## config.mk

```make
export PLATFORM = sky130hd
export DESIGN_NAME = freq_gate_ctrl
export DESIGN_NICKNAME = d
export VERILOG_FILES = /design/src/rtl/freq_meter_pkg.sv /design/src/rtl/freq_gate_ctrl_gate_timer.sv /design/src/rtl/freq_gate_ctrl.sv
export SDC_FILE = /design/constraint.sdc
export NUM_CORES = 1
export LEC_CHECK = 0
export ABC_AREA = 1
export BUFFER_PORTS_ARGS = -buffer_cell sky130_fd_sc_hd__buf_4
export CORE_MARGIN = 3
export CORE_UTILIZATION = 60
export DETAILED_ROUTE_END_ITERATION = 16
export GPL_ROUTABILITY_DRIVEN = 0
export PLACE_DENSITY = 0.87
export RECOVER_POWER = 25
export SLEW_MARGIN = 40
export SYNTH_ARGS = -nofsm -noshare
export SYNTH_HDL_FRONTEND = slang
export SYNTH_HIERARCHICAL = 1
export SYNTH_SLANG_ARGS = --single-unit
```

## constraint.sdc

```tcl
create_clock -name clk -period 3.47 [get_ports clk]
set_clock_uncertainty 0.05 [all_clocks]
set_input_delay 0.5205 -clock clk [delete_from_list [all_inputs] [get_ports clk]]
set_output_delay 0.5205 -clock clk [all_outputs]
set_load 0.005 [all_outputs]
```

## src/rtl/freq_meter_pkg.sv

```systemverilog
// Shared encodings for the frequency meter gate controller: FSM states,
// range width and the bit layout of the datapath strobe vector.
package freq_meter_pkg;

    localparam logic [2:0] ST_IDLE = 3'd0;
    localparam logic [2:0] ST_CLR  = 3'd1;
    localparam logic [2:0] ST_GATE = 3'd2;
    localparam logic [2:0] ST_LOCK = 3'd3;
    localparam logic [2:0] ST_EVAL = 3'd4;

    typedef enum logic [2:0] {
        S_IDLE = ST_IDLE,
        S_CLR  = ST_CLR,
        S_GATE = ST_GATE,
        S_LOCK = ST_LOCK,
        S_EVAL = ST_EVAL
    } state_e;

    localparam int RANGE_W = 2;

    localparam int STB_CLEAR = 0;
    localparam int STB_COUNT = 1;
    localparam int STB_LOCK  = 2;
    localparam int STB_W     = 3;

    // At most one strobe is ever set, so the datapath never sees clear and enable together.
    function automatic logic [STB_W-1:0] strobes_for(input state_e st);
        logic [STB_W-1:0] s;
        s = {STB_W{1'b0}};
        case (st)
            S_CLR:   s[STB_CLEAR] = 1'b1;
            S_GATE:  s[STB_COUNT] = 1'b1;
            S_LOCK:  s[STB_LOCK]  = 1'b1;
            default: s = {STB_W{1'b0}};
        endcase
        return s;
    endfunction

endpackage

```

## src/rtl/freq_gate_ctrl_gate_timer.sv

```systemverilog
// Loadable down-counter that times the counting gate; zero marks the last gate cycle.
module gate_timer #(
    parameter int GATE_W = 24
) (
    input  logic              clk,
    input  logic              rst_n,
    input  logic              load,
    input  logic              en,
    input  logic [GATE_W-1:0] load_val,
    output logic              zero
);

    localparam logic [GATE_W-1:0] ZERO = {GATE_W{1'b0}};
    localparam logic [GATE_W-1:0] ONE  = {{(GATE_W-1){1'b0}}, 1'b1};

    logic [GATE_W-1:0] count_r;

    // Load wins over decrement; the counter parks at zero rather than wrapping.
    always_ff @(posedge clk or negedge rst_n) begin
        if (!rst_n) begin
            count_r <= ZERO;
        end else if (load) begin
            count_r <= load_val;
        end else if (en && (count_r != ZERO)) begin
            count_r <= count_r - ONE;
        end else begin
            count_r <= count_r;
        end
    end

    assign zero = (count_r == ZERO);

endmodule

```

## src/rtl/freq_gate_ctrl.sv

```systemverilog
// Gate-time sequencer and auto-ranging controller: clears, gates and locks the
// counter datapath, then steps the gate range on overflow or a low count.
module freq_gate_ctrl
    import freq_meter_pkg::*;
#(
    parameter int CNT_W     = 32,
    parameter int GATE_W    = 24,
    parameter int GATE_BASE = 1000,
    parameter int RANGE_MAX = 3,
    parameter int LOW_TH    = 1000
) (
    input  logic               clk,
    input  logic               rst_n,
    input  logic               start_i,
    input  logic               cont_i,
    input  logic [CNT_W-1:0]   cnt_val_i,
    input  logic               cnt_ovf_i,
    output logic               clear_o,
    output logic               count_en_o,
    output logic               lock_o,
    output logic [RANGE_W-1:0] range_o,
    output logic               busy_o,
    output logic               done_o,
    output logic               ovf_err_o
);

    localparam logic [GATE_W-1:0]  BASE_LEN   = GATE_W'(GATE_BASE);
    localparam logic [GATE_W-1:0]  GATE_ONE   = {{(GATE_W-1){1'b0}}, 1'b1};
    localparam logic [RANGE_W-1:0] RANGE_TOP  = RANGE_W'(RANGE_MAX);
    localparam logic [RANGE_W-1:0] RANGE_ZERO = {RANGE_W{1'b0}};
    localparam logic [RANGE_W-1:0] RANGE_ONE  = {{(RANGE_W-1){1'b0}}, 1'b1};
    localparam logic [CNT_W-1:0]   LOW_LEVEL  = CNT_W'(LOW_TH);

    state_e             state_r;
    state_e             next_state_s;
    logic [RANGE_W-1:0] range_r;
    logic [RANGE_W-1:0] range_next_s;
    logic [RANGE_W-1:0] retry_r;
    logic [RANGE_W-1:0] retry_next_s;
    logic               ovf_seen_r;
    logic               finish_s;
    logic               retry_left_s;
    logic               timer_load_s;
    logic               timer_en_s;
    logic               timer_zero_s;
    logic [GATE_W-1:0]  gate_load_s;
    logic [STB_W-1:0]   strobe_r;

    assign gate_load_s  = (BASE_LEN << range_r) - GATE_ONE;
    assign retry_left_s = (retry_r < RANGE_TOP);
    assign timer_load_s = (state_r == S_CLR);
    assign timer_en_s   = (state_r == S_GATE);

    gate_timer #(
        .GATE_W(GATE_W)
    ) u_gate_timer (
        .clk      (clk),
        .rst_n    (rst_n),
        .load     (timer_load_s),
        .en       (timer_en_s),
        .load_val (gate_load_s),
        .zero     (timer_zero_s)
    );

    // Next-state and ranging decision; retries bound up/down oscillation between ranges.
    always_comb begin
        next_state_s = state_r;
        range_next_s = range_r;
        retry_next_s = retry_r;
        finish_s     = 1'b0;
        case (state_r)
            S_IDLE: begin
                if (start_i || cont_i) begin
                    next_state_s = S_CLR;
                end else begin
                    next_state_s = S_IDLE;
                end
            end
            S_CLR: next_state_s = S_GATE;
            S_GATE: begin
                if (timer_zero_s || cnt_ovf_i) begin
                    next_state_s = S_LOCK;
                end else begin
                    next_state_s = S_GATE;
                end
            end
            S_LOCK: next_state_s = S_EVAL;
            S_EVAL: begin
                if (ovf_seen_r && (range_r != RANGE_ZERO) && retry_left_s) begin
                    range_next_s = range_r - RANGE_ONE;
                    retry_next_s = retry_r + RANGE_ONE;
                    next_state_s = S_CLR;
                end else if (!ovf_seen_r && (cnt_val_i < LOW_LEVEL) &&
                             (range_r < RANGE_TOP) && retry_left_s) begin
                    range_next_s = range_r + RANGE_ONE;
                    retry_next_s = retry_r + RANGE_ONE;
                    next_state_s = S_CLR;
                end else begin
                    finish_s     = 1'b1;
                    retry_next_s = RANGE_ZERO;
                    if (cont_i) begin
                        next_state_s = S_CLR;
                    end else begin
                        next_state_s = S_IDLE;
                    end
                end
            end
            default: next_state_s = S_IDLE;
        endcase
    end

    // State, ranging registers and outputs; outputs are decoded from the next state.
    always_ff @(posedge clk or negedge rst_n) begin
        if (!rst_n) begin
            state_r    <= S_IDLE;
            range_r    <= RANGE_ZERO;
            retry_r    <= RANGE_ZERO;
            ovf_seen_r <= 1'b0;
            strobe_r   <= {STB_W{1'b0}};
            busy_o     <= 1'b0;
            done_o     <= 1'b0;
            ovf_err_o  <= 1'b0;
        end else begin
            state_r  <= next_state_s;
            range_r  <= range_next_s;
            retry_r  <= retry_next_s;
            strobe_r <= strobes_for(next_state_s);
            busy_o   <= (next_state_s != S_IDLE);
            done_o   <= finish_s;
            if (state_r == S_CLR) begin
                ovf_seen_r <= 1'b0;
            end else if (((state_r == S_GATE) || (state_r == S_LOCK)) && cnt_ovf_i) begin
                ovf_seen_r <= 1'b1;
            end else begin
                ovf_seen_r <= ovf_seen_r;
            end
            if (finish_s) begin
                ovf_err_o <= ovf_seen_r;
            end else begin
                ovf_err_o <= ovf_err_o;
            end
        end
    end

    assign clear_o    = strobe_r[STB_CLEAR];
    assign count_en_o = strobe_r[STB_COUNT];
    assign lock_o     = strobe_r[STB_LOCK];
    assign range_o    = range_r;

endmodule
```

==> results.tsv <==
metric	value	unit
status	finished, violations left	
violations	max-capacitance violations, max-slew violations	
synth_edf_count	0	
worst-path-max-fanout	20	
syn_to_final_growth	18.2	%
p_leak	1.72	nW
cts_tree	yes	
vias	2632	
clk_pin_slew_worst_paths	80	ps
crit_end	u_gate_timer/count_r[13]$_DFFE_PN0P_	
synth_area_leader_cell	dfrtp_1	
hpwl	4680	um
ys_types	34	
setup_violations	0	
regToRegSetupSlack	1410	ps
die_w	73.5	um
rr_worst_depth	11	
clockRootBuffer	clkbuf_8	
dr.pass1.iters	5	
tightest_slew	2080	ps
netlist_area	2740	um^2
placedCellCount	495	
max_cap_violations	1	
num_rows	23	
relSlewSlack	-38.4	%
synthArstFlopShare	100	%
timing.final.crit_share	59.3	%
hold_buffers	0	
endpoint_kind	flip-flop	
place_area	3100	um^2
synthCells	400	
final_util	77.0	%
drtAntennaViolNets	0	
synthFlopType	dfrtp_1	
drc	0	
post-place-ws	1170	ps
core	4200	um^2
ios	45	
ys_top_cells_by_count	127 x nand2_1, 58 x nor2_1, 51 x nand3_1, 38 x dfrtp_1, 38 x inv_1	
worst_slack	1410	ps
max_freq	0.486	GHz
hold_viol	0	
ys_warn_count	6	
ys_ff_latch	38	
startpoint_type	flip-flop	
netlist.area_leader.share	34.8	%
instances_no_fill	503	
clockBufferDepth	2	
numCtsBuffers	5	
grt-ovfl-total	0	
holdWs	453	ps
min_period	2060	ps
vdd_drop_max	0.498	mV
fin_nets	499	
first_global_vias	2513	
grt_max_degree	39	
cts_resized	0	
cts.sinks	38	
grt_pass1_wl	10700	um
grt_use_total	25.3	%
yosysMostFrequentCell	nand2_1	
htree_levels	2	
required	3650	ps
crit_type	flip-flop to flip-flop	
drt-total-wl	6340	um
stdcell_area	3240	um^2
start_util	65.1	%
fp.dieH	73.5	um
die_area	5410	um^2
syn_area_per_cell	6.84	um^2
diodes	0	
cp-startpoint	u_gate_timer/count_r[0]$_DFFE_PN0P_	
r2r-start	u_gate_timer/count_r[0]$_DFFE_PN0P_	
synth.area.top_cells	dfrtp_1 35%, nand2_1 17%, nand3_1 9.3%	
hp-class	flip-flop to flip-flop	
r2r-end	u_gate_timer/count_r[13]$_DFFE_PN0P_	
antenna_found_initial	0	
worst_ep_arrival_time	2240	ps
slew_viol_final	39	
avgViaCountPerCell	5.23	
drt_iter0_drc	228	
drive_gt1_share	17.4	%
min_from	retry_r[0]$_DFFE_PN0P_	
ys_seq_area_share	34.8	%
avgRoutedWirePerCell	12.6	um
numPortBuffers	41	
power.total	2.73	mW
postCtsSetupBuffers	0	
cellPowerDensity	843	nW/um^2
clk_latency	300	ps
rsz0062_at_grt	no	
setup_tns	0	ps
-- logic make-up after synthesis --
group	after synthesis	share of synthesized area (%)
compound gates	23	5.99
buf+inv	51	8.14
flops	38	34.8
simple gates	264	42.4
fa+ha+maj	10	4.57
xor+xnor	12	3.84
other cells	2	0.274
-- layer usage --
layer	share of wire (%)	up-vias	track usage, %
li1	-	1340	-
met1	42	1212	29.5
met2	52	68	45.4
met3	4.3	12	5.20
met4	1.5	0	9.26
met5	0	-	0
-- worst min-delay path by stage --
stage / end / slack (ps) / cells after the start
2_1_floorplan: busy_o$_DFF_PN0_ / 170 / 0
3_3_place_gp: retry_r[1]$_DFFE_PN0P_ / 420 / 2
3_5_place_dp: retry_r[0]$_DFFE_PN0P_ / 440 / 1
4_1_cts: u_gate_timer/count_r[9]$_DFFE_PN0P_ / 150 / 1
5_1_grt: retry_r[0]$_DFFE_PN0P_ / 460 / 1
6_report: retry_r[0]$_DFFE_PN0P_ / 450 / 1
-- cell usage in the layout, fill, tap and decap left out --
cell type,synthesis,layout
a21oi_1,2,2
nand3_2,2,2
or2_0,1,1
o21bai_1,1,1
a21oi_2,2,2
nor2_4,1,1
clkbuf_8,0,5
nor2_8,1,1
xor2_1,3,3
inv_1,38,38
dfrtp_1,38,38
o21ai_2,6,6
nand2_2,3,3
ha_1,10,10
nor2_2,6,7
nand2_1,127,127
nor3_1,2,1
xnor2_1,9,9
or2_2,1,1
clkinv_4,0,1
clkbuf_1,3,1
inv_2,3,3
nor2_1,58,57
and2_0,1,1
buf_4,2,41
nor3_2,0,1
bufinv_16,0,2
o21ai_0,10,10
nand3b_1,2,2
nand4_1,6,6
o21bai_4,1,1
conb_1,2,15
a21o_1,1,1
nand3_1,51,51
nand2_4,2,2
-- registers in the layout, indices dropped and copies added (netlist names) --
| name | cells |
|---|---|
| busy_o | 1 |
| done_o | 1 |
| ovf_err_o | 1 |
| ovf_seen_r | 1 |
| range_o | 2 |
| retry_r | 2 |
| state_r | 3 |
| strobe_r | 3 |
| u_gate_timer/count_r | 24 |
-- critical path, cell delays in order, from the launching register on --
cell,delay (ps)
dfrtp_1,340
inv_1,80
ha_1,200
inv_1,50
nor2_1,30
nand2_1,50
nor2_1,40
nand3_2,70
nand2_2,280
nor2_2,550
nand2_1,120
nand3_1,110
-- layout make-up --
cell class | count | area (um^2)
fill | 340 | 966
inverter | 41 | 154
timing repair buffer | 42 | 312
tap | 50 | 62.6
multi-input combinational | 324 | 1620
clock inverter | 3 | 68.8
clock buffer | 5 | 68.8
sequential | 38 | 951
-- report_power, final --
part           total [mW]  switching [mW]  internal [mW]
Sequential          0.830           0.196          0.634
Combinational        1.44           0.938          0.503
Clock               0.457           0.169          0.288
Total                2.73            1.30           1.43
(Power assumes the default switching activity.)
